### src/rtl/quad_mac_pkg.sv
// quad_mac_pkg: definitions shared by the quadratic operand sequencer and
// the downstream multiply-accumulate stage.
//   OPW          - operand width for coefficients, x and the reduced square
//   ACCW         - downstream accumulator width; also the full x*x width
//   quad_state_e - sequencer states, IDLE..FLUSH
package quad_mac_pkg;

  localparam int OPW  = 8;
  localparam int ACCW = 16;

  typedef enum logic [2:0] {
    IDLE   = 3'd0,
    SQR    = 3'd1,
    TERM_A = 3'd2,
    TERM_B = 3'd3,
    TERM_C = 3'd4,
    FLUSH  = 3'd5
  } quad_state_e;

endpackage

### src/rtl/quad_square_sat.sv
// quad_square_sat: combinational x*x reduced to OPW bits.
// Build option: QUAD_SQ_SAT_EN
//   defined   - any square above 255 clamps to 8'hFF
//   undefined - the square keeps only its low OPW bits
// Ports:
//   x   (in,  OPW) operand to square
//   xsq (out, OPW) reduced square
module quad_square_sat
  import quad_mac_pkg::*;
(
  input  logic [OPW-1:0] x,
  output logic [OPW-1:0] xsq
);

`ifdef QUAD_SQ_SAT_EN
  logic [ACCW-1:0] prod;

  assign prod = ACCW'(x) * ACCW'(x);
  assign xsq  = (prod > ACCW'(255)) ? '1 : prod[OPW-1:0];
`else
  // Evaluated at OPW width, so the multiply discards the high byte itself.
  assign xsq = x * x;
`endif

endmodule

### src/rtl/quad_operand_seq.sv
// quad_operand_seq: steps the operand pairs of a*x^2 + b*x + c into a
// downstream multiply-accumulate stage, one pair per cycle.
// Build option: QUAD_SQ_SAT_EN (passed to quad_square_sat) selects
// saturating instead of truncating reduction of x*x.
// Ports:
//   clk                    rising-edge clock
//   reset                  asynchronous reset, active low
//   start                  run request, accepted only in IDLE
//   coef_a/coef_b/coef_c   coefficients, captured on acceptance
//   x                      operand, captured on acceptance
//   busy                   high in every state other than IDLE
//   in_ai/in_xi            operand pair for the MAC stage
//   last_input             marks the final pair of a run
//   sum_valid              one-cycle pulse, downstream sum complete
//
// state  | meaning
// IDLE   | waiting for start
// SQR    | operands held, x*x registered at the end of this cycle
// TERM_A | present (a, xsq)
// TERM_B | present (b, x)
// TERM_C | present (c, 1), last pair of the run
// FLUSH  | downstream sum valid
module quad_operand_seq
  import quad_mac_pkg::*;
(
  input  logic           clk,
  input  logic           reset,
  input  logic           start,
  input  logic [OPW-1:0] coef_a,
  input  logic [OPW-1:0] coef_b,
  input  logic [OPW-1:0] coef_c,
  input  logic [OPW-1:0] x,
  output logic           busy,
  output logic [OPW-1:0] in_ai,
  output logic [OPW-1:0] in_xi,
  output logic           last_input,
  output logic           sum_valid
);

  quad_state_e    state_q, state_d;
  logic [OPW-1:0] a_q, b_q, c_q, x_q, xsq_q;
  logic [OPW-1:0] xsq_w;
  logic           accept;

  assign accept = (state_q == IDLE) && start;

  quad_square_sat u_square (
    .x   (x_q),
    .xsq (xsq_w)
  );

  always_ff @(posedge clk or negedge reset) begin
    if (!reset) begin
      state_q <= IDLE;
    end else begin
      state_q <= state_d;
    end
  end

  // Operands stay frozen from acceptance until the next accept.
  always_ff @(posedge clk or negedge reset) begin
    if (!reset) begin
      a_q   <= '0;
      b_q   <= '0;
      c_q   <= '0;
      x_q   <= '0;
      xsq_q <= '0;
    end else begin
      if (accept) begin
        a_q <= coef_a;
        b_q <= coef_b;
        c_q <= coef_c;
        x_q <= x;
      end
      if (state_q == SQR) begin
        xsq_q <= xsq_w;
      end
    end
  end

  // Outputs decode only from state and registered operands.
  always_comb begin
    state_d    = state_q;
    busy       = 1'b1;
    in_ai      = '0;
    in_xi      = '0;
    last_input = 1'b0;
    sum_valid  = 1'b0;
    case (state_q)
      IDLE: begin
        busy = 1'b0;
        if (start) state_d = SQR;
      end
      SQR: state_d = TERM_A;
      TERM_A: begin
        state_d = TERM_B;
        in_ai   = a_q;
        in_xi   = xsq_q;
      end
      TERM_B: begin
        state_d = TERM_C;
        in_ai   = b_q;
        in_xi   = x_q;
      end
      TERM_C: begin
        state_d    = FLUSH;
        in_ai      = c_q;
        in_xi      = OPW'(1);
        last_input = 1'b1;
      end
      FLUSH: begin
        state_d   = IDLE;
        sum_valid = 1'b1;
      end
      default: begin
        state_d = IDLE;
        busy    = 1'b0;
      end
    endcase
  end

endmodule
### config.mk
export PLATFORM = sky130hd
export DESIGN_NAME = quad_operand_seq
export DESIGN_NICKNAME = d
export VERILOG_FILES = /design/src/rtl/quad_mac_pkg.sv /design/src/rtl/quad_square_sat.sv /design/src/rtl/quad_operand_seq.sv
export SDC_FILE = /design/constraint.sdc
export NUM_CORES = 1
export LEC_CHECK = 0
export CAP_MARGIN = 25
export CORE_MARGIN = 2
export CORE_UTILIZATION = 37
export DETAILED_ROUTE_END_ITERATION = 10
export PLACE_DENSITY_LB_ADDON = 0.3
export SLEW_MARGIN = 30
export SYNTH_ARGS = -nofsm -noshare
export SYNTH_HDL_FRONTEND = slang
export SYNTH_SLANG_ARGS = --single-unit
### constraint.sdc
create_clock -name clk -period 4.6 [get_ports clk]
set_input_delay 0.69 -clock clk [delete_from_list [all_inputs] [get_ports clk]]
set_output_delay 0.69 -clock clk [all_outputs]
set_load 0.005 [all_outputs]
==> results of run 1 <==
layout make-up:
cell class	instances	area (µm²)	share of cell area, %
flip-flops and latches	42	1051	33.23
repair buffers	57	575.6	18.20
clock buffers	7	86.33	2.729
inverters	19	71.32	2.255
well taps	77	96.34	3.046
multi-input cells	140	1274	40.27
clock inverters	1	8.758	0.2769
synth_stat cells, types with 2 or more instances:
library cell,instances
xnor2_1,6
nor2_1,11
buf_2,4
mux2i_1,15
dfrtp_1,42
and2_1,4
a21o_1,2
clkbuf_1,4
o21ai_0,10
nor3_1,2
fa_1,9
a21oi_1,4
nand2_1,19
mux2_1,2
mux2_2,34
buf_6,4
o21bai_1,2
inv_1,19
ha_1,11
registers in the layout, indices dropped and copies added (netlist names):
name and count:
a_q 8, b_q 8, c_q 8, x_q 8, xsq_q 7, state_q 3
power by group through the flow:
stage                     Combinational (W)  Clock (W)  Sequential (W)
after floorplan                     0.00137          0        0.000640
after global placement              0.00173          0        0.000708
after detailed placement            0.00178          0        0.000719
after CTS                           0.00179   0.000263        0.000712
after global routing                0.00197   0.000277        0.000743
final                               0.00176   0.000251        0.000709
layer usage:
metal  vias up  routed length, µm  track usage (%)
met4         0                 70            5.628
met1       802               2427            20.20
met2        37               2377            23.44
li1        808                  -                -
met3         6                252            3.369
met5         -                  0                0
worst paths after layout:
path	to	slack, ns	cells after the start
max reg2reg	xsq_q[7]$_DFFE_PN0P_	0.71	13
max in group asynchronous	xsq_q[7]$_DFFE_PN0P_	3.73	2
min in group clk	a_q[4]$_DFFE_PN0P_	0.49	1
min reg2reg	a_q[4]$_DFFE_PN0P_	0.49	1
max	xsq_q[7]$_DFFE_PN0P_	0.71	13
min	c_q[0]$_DFFE_PN0P_	0.36	1
per-stage QoR:
step	instance area [µm²]	utilization (%)	worst slack [ns]	total power [W]
finish	3163	49.25	0.7104	0.002719
global route	3163	49.25	0.5059	0.002985
CTS	3163	49.25	0.6791	0.002765
detailed placement	3068	47.77	0.6948	0.002500
global placement	3040	47.34	0.7611	0.002441
floorplan	2476	-	0.7697	0.002012
critical path, stage by stage (launching register included):
cell and delay (ns):
dfrtp_1 0.49, nand2_1 0.16, fa_1 0.44, fa_1 0.48, inv_1 0.04, ha_1 0.26
inv_1 0.05, fa_1 0.52, inv_1 0.04, ha_1 0.33, a21o_1 0.17, a21oi_1 0.14
xnor3_1 0.39, mux2_2 0.26
cells by family after synthesis:
kind of cell / count (synthesis) / share of synthesized area, %
AO/OA/AOI/OAI: 19 / 4.345
XOR/XNOR: 8 / 3.386
adder cells (fa/ha/maj): 20 / 12.83
buffers and inverters: 31 / 6.114
flip-flops: 42 / 42.45
multiplexers: 51 / 22.44
AND/OR/NAND/NOR: 42 / 8.439
==> run_results.csv, run 1 <==
group,metric,value,unit
setup_path,cp-start-kind,"flop",
setup_path,worstSetupEndpointType,"flop",
route,wl_per_cell,14.95,µm
floorplan,coreArea,0.006422,mm²
global_route,antenna_found_initial,0,
synthesis,ys_warn_count,0,
power,ir_drop,0.2916,mV
run_status,violations,"design-rule violations",
global_route,grtUsageTotal,14.91,%
synthesis,synth_top_cell_by_area,"dfrtp_1",
power,p_comb_share,64.7,%
sta,finalSetupTns,0,ns
clocking,cts_root_buf,"clkbuf_8",
synthesis,synth_seq_cells,42,
clocking,cts_made_buffers,5,
placement,place_inst,335,
power,power_density,859.5,mW/mm²
finish,instances_no_fill,343,
floorplan,initial_core_util,38.55,%
synthesis,synth_area_leaders,"dfrtp_1 (42%), mux2_2 (15%), fa_1 (7.3%)",
sta,max_freq,257.1,MHz
setup_path,required,4.78,ns
synthesis,synth_top_area_share,42.45,%
route,drc,2,
worst_hold_path,hp-class,"input pin to async pin",
floorplan,die_w,85.81,µm
setup_path,worstSetupPathType,"flop to flop",
synthesis,async_flop_share,100.0,%
sta,finalHoldViolCount,0,
global_route,grt_start_max_net_pins,34,
clocking,clkTransAtPathRegs,0.08,ns
floorplan,die_h,85.81,µm
power,intPower,0.001652,W
sta,fin_crit,3.890,ns
clocking,ctsResizeCount,0,
clocking,clock_latency,0.29,ns
sta,setup_viol,0,
finish,final_layout_size_suffix_gt1_share,18.05,%
clocking,cts_setup_buffers,0,
floorplan,ios,54,
synthesis,syn_area,0.002476,mm²
route,first_iter_violations,51,
route,viasPerCell,4.819,
clocking,clockBufferDepth,2,
finish,nNetsFinal,320,
clocking,h-tree-depth,2,
power,power.leakage,1.404,nW
synthesis,syn_nets,268,
power,switchingPower,0.001066,W
placement,finalWeightedCongestion,0.7942,
global_route,grt_pass1_vias,1731,
floorplan,dieArea,0.007363,mm²
finish,diodes,0,
synthesis,syn_avg_cell_area,11.63,µm²
route,vias,1653,
setup_path,critPathMaxFanout,11,
global_route,grt_pass1_wl,8.431,mm
placement,hpwl,3.891,mm
finish,final_common_cell,"clkdlybuf4s50_1",
clocking,cts_tree,"yes",
synthesis,synth_edf_count,0,
route,drt_first_pass_iters,7,
clocking,postCtsHoldBufs,0,
power,power_frac_seq,26.1,%
finish,final_cell_mix,"clkdlybuf4s50_1 (52), dfrtp_1 (42), mux2_2 (34)",
placement,buffer_ports.inserted,53,
sta,holdWs,0.3640,ns
global_route,overflow,0,
sta,clock_skew,0.003644,ns
run_status,status,"complete, but fails checks",
route,drt-total-wl,5.128,mm
sta,rsz0062_at_grt,"no",
finish,num-fill-cells,584,
sta,maxSlewViolCount,0,
route,antenna_left,0,
run,cap_violations,0,
setup_path,crit_start,"x_q[0]$_DFFE_PN0P_",
synthesis,syn_inst,213,
synthesis,synth-seq-area-share,42.45,%
setup_path,r2r-start,"x_q[0]$_DFFE_PN0P_",
sta,post-route-period-util,84.56,%
power,p_clk_share,9.2,%
setup_path,cp.arrival,4.07,ns
sta,slew_headroom,49.95,%
power,swShare,39.23,%
finish,areaGrowthSynthToFinish,27.74,%
synthesis,synth_flop_cell,"dfrtp_1",
clocking,cts.sinks,42,
floorplan,rows,29,
synthesis,yosysUniqueCellTypes,28,
sta,worstMarginPinSlew,0.7467,ns
(Power assumes the default switching activity.)
==> inputs of run 2 (changes only) <==
Clock period 4.6 ns to 4 ns, I/O delays scaled along.
==> run 2 against run 1 <==
Die area is the same; highest routed layer unchanged; clock skew is essentially flat; critical endpoint unchanged; critical path depth is the same; clock-buffer cell count shrank 2; the run now ends clean; register-to-register slack lost 0.53 ns; via count grew 0.42%; sequential power grew 18%; fmax grew 1.7%.
==> run_results.csv, run 2 (synthesis results as in run 1) <==
group,metric,value,unit
run,cap_violations,0,
floorplan,rows,29,
power,p_comb_share,61.7,%
global_route,grt_pass1_vias,1651,
clocking,clockBufferDepth,2,
setup_path,cp-start-kind,"flop",
power,intPower,0.001997,W
sta,holdWs,0.2791,ns
clocking,clock_latency,0.29,ns
setup_path,rr_worst_depth,13,
setup_path,cp.arrival,4.00,ns
clocking,postCtsHoldBufs,0,
finish,areaGrowthSynthToFinish,28.55,%
finish,final_common_cell,"clkdlybuf4s50_1",
route,first_iter_violations,60,
setup_path,crit_start,"x_q[0]$_DFFE_PN0P_",
power,power.leakage,1.409,nW
power,finalPower,0.003228,W
placement,hpwl,3.733,mm
setup_path,worstSetupEndpointType,"flop",
finish,diodes,0,
clocking,cts.sinks,42,
setup_path,r2r_setup_slack,0.18,ns
clocking,clkTransAtPathRegs,0.08,ns
sta,max_freq,261.5,MHz
setup_path,r2r-start,"x_q[0]$_DFFE_PN0P_",
power,p_clk_share,12.3,%
clocking,h-tree-depth,2,
global_route,grt_pass1_wl,8.245,mm
placement,finalWeightedCongestion,0.8208,
floorplan,ios,54,
global_route,grt_start_max_net_pins,43,
placement,buffer_ports.inserted,53,
clocking,cts_tree,"yes",
clocking,cts_root_buf,"clkbuf_8",
sta,maxSlewViolCount,0,
sta,finalSetupTns,0,ns
route,viasPerCell,4.854,
sta,rsz0062_at_grt,"no",
clocking,cts_made_buffers,5,
power,ir_drop,0.4298,mV
route,drt_first_pass_iters,6,
floorplan,die_w,85.81,µm
finish,final_layout_size_suffix_gt1_share,18.87,%
worst_hold_path,hp-class,"input pin to async pin",
route,wl_per_cell,14.58,µm
setup_path,required,4.18,ns
global_route,overflow,0,
sta,fin_crit,3.824,ns
setup_path,worstSetupPathType,"flop to flop",
sta,finalHoldViolCount,0,
finish,nNetsFinal,319,
sta,clock_skew,0.003603,ns
floorplan,coreArea,0.006422,mm²
route,vias,1660,
sta,slew_headroom,51.33,%
floorplan,die_h,85.81,µm
setup_path,critPathMaxFanout,11,
power,power_frac_seq,26.0,%
floorplan,initial_core_util,38.55,%
route,antenna_left,0,
setup_path,worstReg2RegEnd,"xsq_q[7]$_DFFE_PN0P_",
power,swShare,38.13,%
route,drt-total-wl,4.988,mm
sta,worstMarginPinSlew,0.7261,ns
sta,setup_viol,0,
sta,post-route-period-util,95.59,%
route,drc,0,
floorplan,dieArea,0.007363,mm²
run_status,status,"completed",
power,switchingPower,0.001231,W
global_route,antenna_found_initial,0,
finish,fin_util,49.56,%
power,power_density,1014,mW/mm²
global_route,grtUsageTotal,14.42,%
finish,final_cell_mix,"clkdlybuf4s50_1 (52), dfrtp_1 (40), mux2_2 (34)",
-- run 2: changes by cell type in the layout (fill, tap and decap cells not counted) --
cell	delta
clkinv_4	+1
dfrtp_2	+2
buf_4	+1
buf_16	-1
clkbuf_8	-1
inv_6	-1
bufinv_16	+2
clkbuf_1	-1
dfrtp_1	-2
buf_2	-1
-- run 2: worst max-delay path by stage --
stage	end	slack [ns]
2_1_floorplan	xsq_q[7]$_DFFE_PN0P_	0.17
6_report	xsq_q[7]$_DFFE_PN0P_	0.18
5_1_grt	xsq_q[7]$_DFFE_PN0P_	0.02
3_3_place_gp	xsq_q[7]$_DFFE_PN0P_	0.16
3_5_place_dp	xsq_q[7]$_DFFE_PN0P_	0.1
4_1_cts	xsq_q[7]$_DFFE_PN0P_	0.06
-- run 2: layout make-up --
| type | instances | area, µm² |
|---|---|---|
| Fill cell | 590 | 3239 |
| Multi-Input combinational cell | 140 | 1274 |
| Sequential cell | 42 | 1054 |
| Timing Repair Buffer | 56 | 550.5 |
| Tap cell | 77 | 96.34 |
| Inverter | 19 | 71.32 |
| Clock buffer | 5 | 68.82 |
| Clock inverter | 3 | 68.82 |
-- run 2: timing repair --
action,in CTS,in global routing
buffers inserted,0,0
hold endpoints to repair,0,0
setup endpoints to repair,0,1
resized for setup,0,2
-- run 2: power by group through the flow --
stage | combinational [W] | clock (W) | sequential, W
floorplan | 0.00158 | 0 | 0.000736
global placement | 0.00197 | 0 | 0.000835
detailed placement | 0.00200 | 0 | 0.000848
CTS | 0.00202 | 0.000410 | 0.000841
global route | 0.00224 | 0.000426 | 0.000880
finish | 0.00199 | 0.000396 | 0.000840
-- run 2: metal layers --
metal / GRT usage, % / vias to the layer above / wire length, µm
met3: 4.139 / 4 / 280
met2: 20.17 / 43 / 2211
met1: 21.80 / 806 / 2442
met4: 3.896 / 0 / 54
li1: - / 807 / -
met5: 0 / - / 0
-- run 2: critical path, stage by stage (launching register included) --
cell,delay [ns]
dfrtp_2,0.44
nand2_1,0.14
fa_1,0.43
fa_1,0.49
inv_1,0.04
ha_1,0.26
inv_1,0.05
fa_1,0.52
inv_1,0.04
ha_1,0.32
a21o_1,0.17
a21oi_1,0.15
xnor3_1,0.40
mux2_2,0.27
-- run 2: stage by stage --
stage	instance area [µm²]	setup slack, ns	cells
floorplan	2476	0.1697	213
global placement	3040	0.1602	334
detailed placement	3040	0.09882	334
CTS	3178	0.05831	342
global route	3183	0.01761	342
finish	3183	0.1764	342
